[config.mk]
export PLATFORM = sky130hd
export DESIGN_NAME = vcc_glitcher
export DESIGN_NICKNAME = d
export VERILOG_FILES = /design/src/rtl/glitcher_pkg.sv /design/src/rtl/sync_edge.sv /design/src/rtl/vcc_glitcher.sv
export SDC_FILE = /design/constraint.sdc
export NUM_CORES = 1
export LEC_CHECK = 0
export BUFFER_PORTS_ARGS = -buffer_cell sky130_fd_sc_hd__buf_2
export CAP_MARGIN = 5
export CORE_MARGIN = 4
export CORE_UTILIZATION = 40
export CTS_CLUSTER_DIAMETER = 80
export CTS_CLUSTER_SIZE = 20
export DETAILED_ROUTE_END_ITERATION = 8
export PLACE_DENSITY = 0.68
export SYNTH_ARGS = -nofsm -noshare
export SYNTH_HDL_FRONTEND = slang
export SYNTH_SLANG_ARGS = --single-unit
export TNS_END_PERCENT = 1
[constraint.sdc]
create_clock -name i_clk -period 1.9 [get_ports i_clk]
set_input_delay 0.285 -clock i_clk [delete_from_list [all_inputs] [get_ports i_clk]]
set_output_delay 0.285 -clock i_clk [all_outputs]
set_load 0.005 [all_outputs]
[src/rtl/glitcher_pkg.sv]
// Shared definitions for the voltage-glitch generator.
//   - state_e      : FSM state encoding (2 bits)
//   - CNT_W        : width of the lock, pulse and debounce counters
//   - *_CYCLES_DEF : default timing parameters for vcc_glitcher
package glitcher_pkg;

  localparam int CNT_W = 16;

  localparam int LOCK_CYCLES_DEF     = 64;
  localparam int PULSE_CYCLES_DEF    = 10;
  localparam int DEBOUNCE_CYCLES_DEF = 65535;

  typedef enum logic [1:0] {
    ST_LOCKING = 2'd0,  // waiting for the modelled clock to become ready
    ST_IDLE    = 2'd1,  // armed, waiting for a button edge
    ST_GLITCH  = 2'd2,  // supply dropped
    ST_HOLDOFF = 2'd3   // debouncing the button after a glitch
  } state_e;

endpackage : glitcher_pkg

[src/rtl/sync_edge.sv]
// Two-flop synchronizer for an asynchronous input followed by a rising-edge
// detector built on a registered copy of the synchronized value.
//
// Ports:
//   i_clk  : system clock
//   i_rst  : synchronous active-high reset
//   i_d    : asynchronous input
//   o_sync : synchronized level
//   o_rise : one-cycle high when o_sync goes 0 -> 1 (decoded from flops only)
module sync_edge (
  input  logic i_clk,
  input  logic i_rst,
  input  logic i_d,
  output logic o_sync,
  output logic o_rise
);

  logic meta_q, meta_d;
  logic sync_q, sync_d;
  logic prev_q, prev_d;

  always_comb begin
    meta_d = i_d;
    sync_d = meta_q;
    // The previous-value flop follows the synchronized level every cycle,
    // regardless of what the consumer is doing with the edge.
    prev_d = sync_q;
  end

  // NOTE: sequential state is updated with non-blocking assignments only, so
  // every flop samples the pre-edge value of its neighbours.
  always_ff @(posedge i_clk) begin
    if (i_rst) begin
      meta_q <= 1'b0;
      sync_q <= 1'b0;
      prev_q <= 1'b0;
    end else begin
      meta_q <= meta_d;
      sync_q <= sync_d;
      prev_q <= prev_d;
    end
  end

  assign o_sync = sync_q;
  assign o_rise = sync_q & ~prev_q;

endmodule : sync_edge

[src/rtl/vcc_glitcher.sv]
// Voltage-glitch generator. Holds the target supply enable (o_glitch) high
// while armed and drops it for PULSE_CYCLES cycles on each debounced press of
// i_pulse. Also provides a lock flag, a divided monitor clock, status LEDs and
// a count of issued glitches.
//
// Ports:
//   i_clk        : system clock
//   i_clk_reset  : synchronous active-high reset
//   i_glitch     : switch, 1 = supply enabled and glitching armed (async)
//   i_pulse      : button, rising edge requests one glitch (async)
//   o_clk        : i_clk / 2 monitor clock
//   o_clk_locked : high once LOCK_CYCLES cycles have elapsed after reset
//   o_clk_led    : copy of o_clk_locked
//   o_glitch     : target supply enable, low while a glitch is in progress
//   o_glitch_led : high while locked and the switch is on
//   o_counter    : number of glitches issued, wraps at 16 bits
module vcc_glitcher
  import glitcher_pkg::*;
#(
  parameter int LOCK_CYCLES     = LOCK_CYCLES_DEF,
  parameter int PULSE_CYCLES    = PULSE_CYCLES_DEF,
  parameter int DEBOUNCE_CYCLES = DEBOUNCE_CYCLES_DEF
) (
  input  logic        i_clk,
  input  logic        i_clk_reset,
  input  logic        i_glitch,
  input  logic        i_pulse,
  output logic        o_clk,
  output logic        o_clk_locked,
  output logic        o_clk_led,
  output logic        o_glitch,
  output logic        o_glitch_led,
  output logic [15:0] o_counter
);

  // Terminal counts: each phase counts from 0 up to N-1, giving N cycles.
  localparam logic [CNT_W-1:0] LOCK_LAST     = CNT_W'(LOCK_CYCLES - 1);
  localparam logic [CNT_W-1:0] PULSE_LAST    = CNT_W'(PULSE_CYCLES - 1);
  localparam logic [CNT_W-1:0] DEBOUNCE_LAST = CNT_W'(DEBOUNCE_CYCLES - 1);

  // Synchronized inputs
  logic g_s;
  logic g_rise_unused;
  logic p_s;
  logic p_rise;

  sync_edge u_sync_pulse (
    .i_clk  (i_clk),
    .i_rst  (i_clk_reset),
    .i_d    (i_pulse),
    .o_sync (p_s),
    .o_rise (p_rise)
  );

  sync_edge u_sync_glitch (
    .i_clk  (i_clk),
    .i_rst  (i_clk_reset),
    .i_d    (i_glitch),
    .o_sync (g_s),
    .o_rise (g_rise_unused)
  );

  // State
  state_e           state_q,   state_d;
  logic [CNT_W-1:0] cnt_q,     cnt_d;      // shared by lock/pulse/debounce phases
  logic             locked_q,  locked_d;
  logic             done_q,    done_d;     // pulse finished last cycle
  logic [15:0]      counter_q, counter_d;
  logic             glitch_q,  glitch_d;
  logic             gled_q,    gled_d;
  logic             clk_q,     clk_d;

  always_comb begin
    // NOTE: every variable gets a default before the case statement so no
    // path leaves it unassigned, which would otherwise infer a latch.
    state_d  = state_q;
    cnt_d    = cnt_q;
    locked_d = locked_q;
    done_d   = 1'b0;

    // The glitch count is bumped one cycle after the FSM leaves GLITCH so it
    // changes on the same edge that o_glitch returns high.
    counter_d = done_q ? counter_q + 16'd1 : counter_q;

    clk_d = ~clk_q;

    // Supply enable looks at the current state only; once GLITCH is entered
    // the pulse runs to completion whatever the switch does.
    glitch_d = locked_q & g_s & (state_q != ST_GLITCH);
    gled_d   = locked_q & g_s;

    unique case (state_q)
      ST_LOCKING: begin
        if (cnt_q == LOCK_LAST) begin
          state_d  = ST_IDLE;
          cnt_d    = '0;
          locked_d = 1'b1;
        end else begin
          cnt_d = cnt_q + 1'b1;
        end
      end

      ST_IDLE: begin
        // Edges seen while disarmed are simply dropped.
        if (p_rise && g_s) begin
          state_d = ST_GLITCH;
          cnt_d   = '0;
        end
      end

      ST_GLITCH: begin
        if (cnt_q == PULSE_LAST) begin
          state_d = ST_HOLDOFF;
          cnt_d   = '0;
          done_d  = 1'b1;
        end else begin
          cnt_d = cnt_q + 1'b1;
        end
      end

      ST_HOLDOFF: begin
        // Require DEBOUNCE_CYCLES consecutive low samples; any high sample
        // restarts the count, so a long press yields one glitch.
        if (p_s) begin
          cnt_d = '0;
        end else if (cnt_q == DEBOUNCE_LAST) begin
          state_d = ST_IDLE;
          cnt_d   = '0;
        end else begin
          cnt_d = cnt_q + 1'b1;
        end
      end

      default: begin
        state_d = ST_LOCKING;
        cnt_d   = '0;
      end
    endcase
  end

  always_ff @(posedge i_clk) begin
    if (i_clk_reset) begin
      state_q   <= ST_LOCKING;
      cnt_q     <= '0;
      locked_q  <= 1'b0;
      done_q    <= 1'b0;
      counter_q <= '0;
      glitch_q  <= 1'b0;
      gled_q    <= 1'b0;
      clk_q     <= 1'b0;
    end else begin
      state_q   <= state_d;
      cnt_q     <= cnt_d;
      locked_q  <= locked_d;
      done_q    <= done_d;
      counter_q <= counter_d;
      glitch_q  <= glitch_d;
      gled_q    <= gled_d;
      clk_q     <= clk_d;
    end
  end

  assign o_clk        = clk_q;
  assign o_clk_locked = locked_q;
  assign o_clk_led    = locked_q;
  assign o_glitch     = glitch_q;
  assign o_glitch_led = gled_q;
  assign o_counter    = counter_q;

endmodule : vcc_glitcher

==> out/qor.yml <==
clk_latency_ns: 0.29
fin_hold_ws_ns: 0.202
yosys-top-cells-area: "dfxtp_1 (41%), ha_1 (5.8%), nand3_1 (5.1%)"
syn_avg_cell_area_um2: 8.63
clock.fmax_mhz: 542
diodes: 0
antenna_left: 0
cts_hold_buf: 0
clock-sinks: 44
ys.flop_type: "dfxtp_1"
ir_worst_vdd_mv: 0.627
timing.setup.tns_ns: 0
die_h_um: 81.6
maxSlewViolCount: 0
grt_pass1_vias: 1688
setup_viol: 0
cts_tree: "built"
rsz0062_at_grt: "true"
regToRegSetupSlack_ns: 0.06
synth_edf_count: 0
grtUsageTotal_pct: 14.1
std_cell_rows: 26
clkTransAtPathRegs_ns: 0.08
critical_path.top_delay_family: "compound AO/OA/AOI/OAI gates"
cp_cell_sequence: "inv_1, ha_1, nand2_1, or3_4, o21ai_4, a211oi_4, buf_6, a21oi_1, o22ai_1"
ioPinCount: 25
worstPathMaxFanout: 11
criticalPathCategory: "flip-flop to flip-flop"
endpoint_kind: "flip-flop"
coreArea_um2: 5170
worst_pin_slew_ns: 0.404
p_per_area_nw_per_um2: 883
slowest_stage: "or3_4"
arrival_ns: 2.01
yosysTopAreaCell: "dfxtp_1"
numCtsBuffers: 5
drc: 0
layout_min_cycle_time_ns: 1.84
clockBufferDepth: 2
start_kind: "flip-flop"
async_flop_share_pct: 0
synth_top_area_share_pct: 40.6
fin_crit_sh_pct: 97.0
synth_seq_area_share_pct: 40.6
drtIter0Drc: 112
grt_pass1_wl_um: 7380
grt_antenna_before_repair: 0
dr.pass1.iters: 4
dieArea_um2: 6660
ys_types: 45
maxCapViolations: 0
status: "completed"
netlist_instances: 251
place_congestion: 0.815
start_util_pct: 41.9
grt_max_degree: 35
synthesis.nets: 265
fin_area_um2: 2610
post_dp_cell_area_um2: 2410
gr-total-overflow: 0
routed_via_density: 5.16
path_buf_inv: 2
die_w_um: 81.6
port_buffers: 24
hold_violations: 0
nets: 301
cts-root-buf: "clkbuf_8"
synth_seq_cells: 44
min_path_type: "input pin to flip-flop"
synth_warnings: 0
slew_headroom_pct: 72.9
netlist_area_um2: 2170
area_growth_pct: 20.4
worstPathRequired_ns: 2.07
drive_above_1_share_pct: 23.7
power_leakage_nw: 1.01
wl_um: 4480
finClkSkew_ns: 0.00914
cts_max_level: 2
vias: 1843
avgRoutedWirePerCell_um: 12.5
slowest_delay_ns: 0.41
dpl.hpwl_um: 3110
==> through the flow <==
step           std cells  utilization (%)  total power [mW]  setup slack (ns)
6_report             357             50.5              2.30            0.0563
5_1_grt              357             50.5              2.42           -0.0641
4_1_cts              355             49.3              2.31          -0.00279
3_5_place_dp         348             46.7              1.47           -0.0175
3_3_place_gp         348             46.7              1.46            0.0450
2_1_floorplan        251                -              1.37            0.0935
==> metal layers <==
metal / vias up / wire [um] / GRT usage, %
met5: - / 0 / 0
li1: 949 / - / -
met4: 0 / 90 / 7.48
met2: 32 / 2160 / 22.1
met1: 855 / 2080 / 18.1
met3: 7 / 147 / 3.07
==> cells by family after synthesis <==
| kind of cell | synth area share (%) |
|---|---|
| multiplexers | 0.924 |
| flip-flops | 40.6 |
| buffers and inverters | 4.73 |
| AO/OA/AOI/OAI | 13.5 |
| XOR/XNOR | 4.85 |
| adder cells (fa/ha/maj) | 5.77 |
| AND/OR/NAND/NOR | 29.6 |
==> what timing repair did <==
action                                  CTS  global route
buffers inserted                          0             2
pin swaps                                 0             6
endpoints found under the setup margin    3            16
resized for setup                         1            13
==> synthesized netlist by cell type (2+ instances only) <==
library cell and instances:
nand2b_1 3, nor2b_1 9, o21ai_0 4, nand4_1 7, and3_1 7, o311ai_1 3, a22oi_1 2, or2_2 2
a21oi_1 13, o22ai_1 4, o311ai_2 2, xnor2_1 3, buf_1 3, nand3_1 22, clkbuf_1 3, nor2_1 20
nand2_1 26, and4_1 2, a31oi_1 2, nor3_1 7, dfxtp_1 44, nor4_2 2, o211ai_1 4, mux2i_1 2
buf_6 2, inv_1 12, xor2_1 9, ha_1 10, or3_1 6
==> final cells by class <==
cell class / instances / area, um2
clock buffers: 5 / 68.8
clock inverters: 2 / 60.1
fillers: 465 / 2560
inverters: 12 / 45.0
multi-input cells: 185 / 1220
flip-flops and latches: 44 / 888
well taps: 70 / 87.6
repair buffers: 39 / 236
==> worst reg2reg max path: stages (launching register included) <==
cell and delay [ns]:
dfxtp_2 0.35, inv_1 0.08, ha_1 0.14, nand2_1 0.05
or3_4 0.41, o21ai_4 0.20, a211oi_4 0.10, buf_6 0.16
a21oi_1 0.13, o22ai_1 0.09
==> power breakdown <==
part / switching (mW) / internal (mW)
clock network: 0.304 / 0.517
registers: 0.0453 / 0.965
logic: 0.272 / 0.199
total: 0.622 / 1.68
==> flip-flops by register name (all words and copies together) (netlist names) <==
name                  flops
u_sync_glitch.meta_q      1
o_clk                     1
cnt_q                    16
u_sync_pulse.prev_q       1
u_sync_pulse.o_sync       1
o_glitch                  1
done_q                    1
o_glitch_led              1
u_sync_glitch.o_sync      1
state_q                   2
o_counter                16
u_sync_pulse.meta_q       1
o_clk_led                 1
==> placed cells by master (no fill, tap or decap), drive strengths merged, types with 2 or more instances in the layout <==
master,n
ha,10
a31oi,2
or3,6
nand2,26
xor2,9
o22ai,4
o211ai,4
buf,39
nor2b,9
and3,8
nand3,22
a22oi,2
clkbuf,5
nand4,7
bufinv,2
or2,3
nor2,21
nor4,2
dfxtp,44
nand2b,4
o21ai,6
nor3,8
o311ai,5
a21oi,14
inv,12
and4,2
xnor2,3
mux2i,2
==> worst paths after layout <==
kind | start | end | depth (start not counted)
setup / recovery | cnt_q[0] | cnt_q[12] | 9
hold / removal | i_pulse | u_sync_pulse.meta_q | 2
setup reg to reg | cnt_q[0] | cnt_q[12] | 9
hold reg to reg | o_clk | o_clk | 1
(Power assumes the default switching activity.)
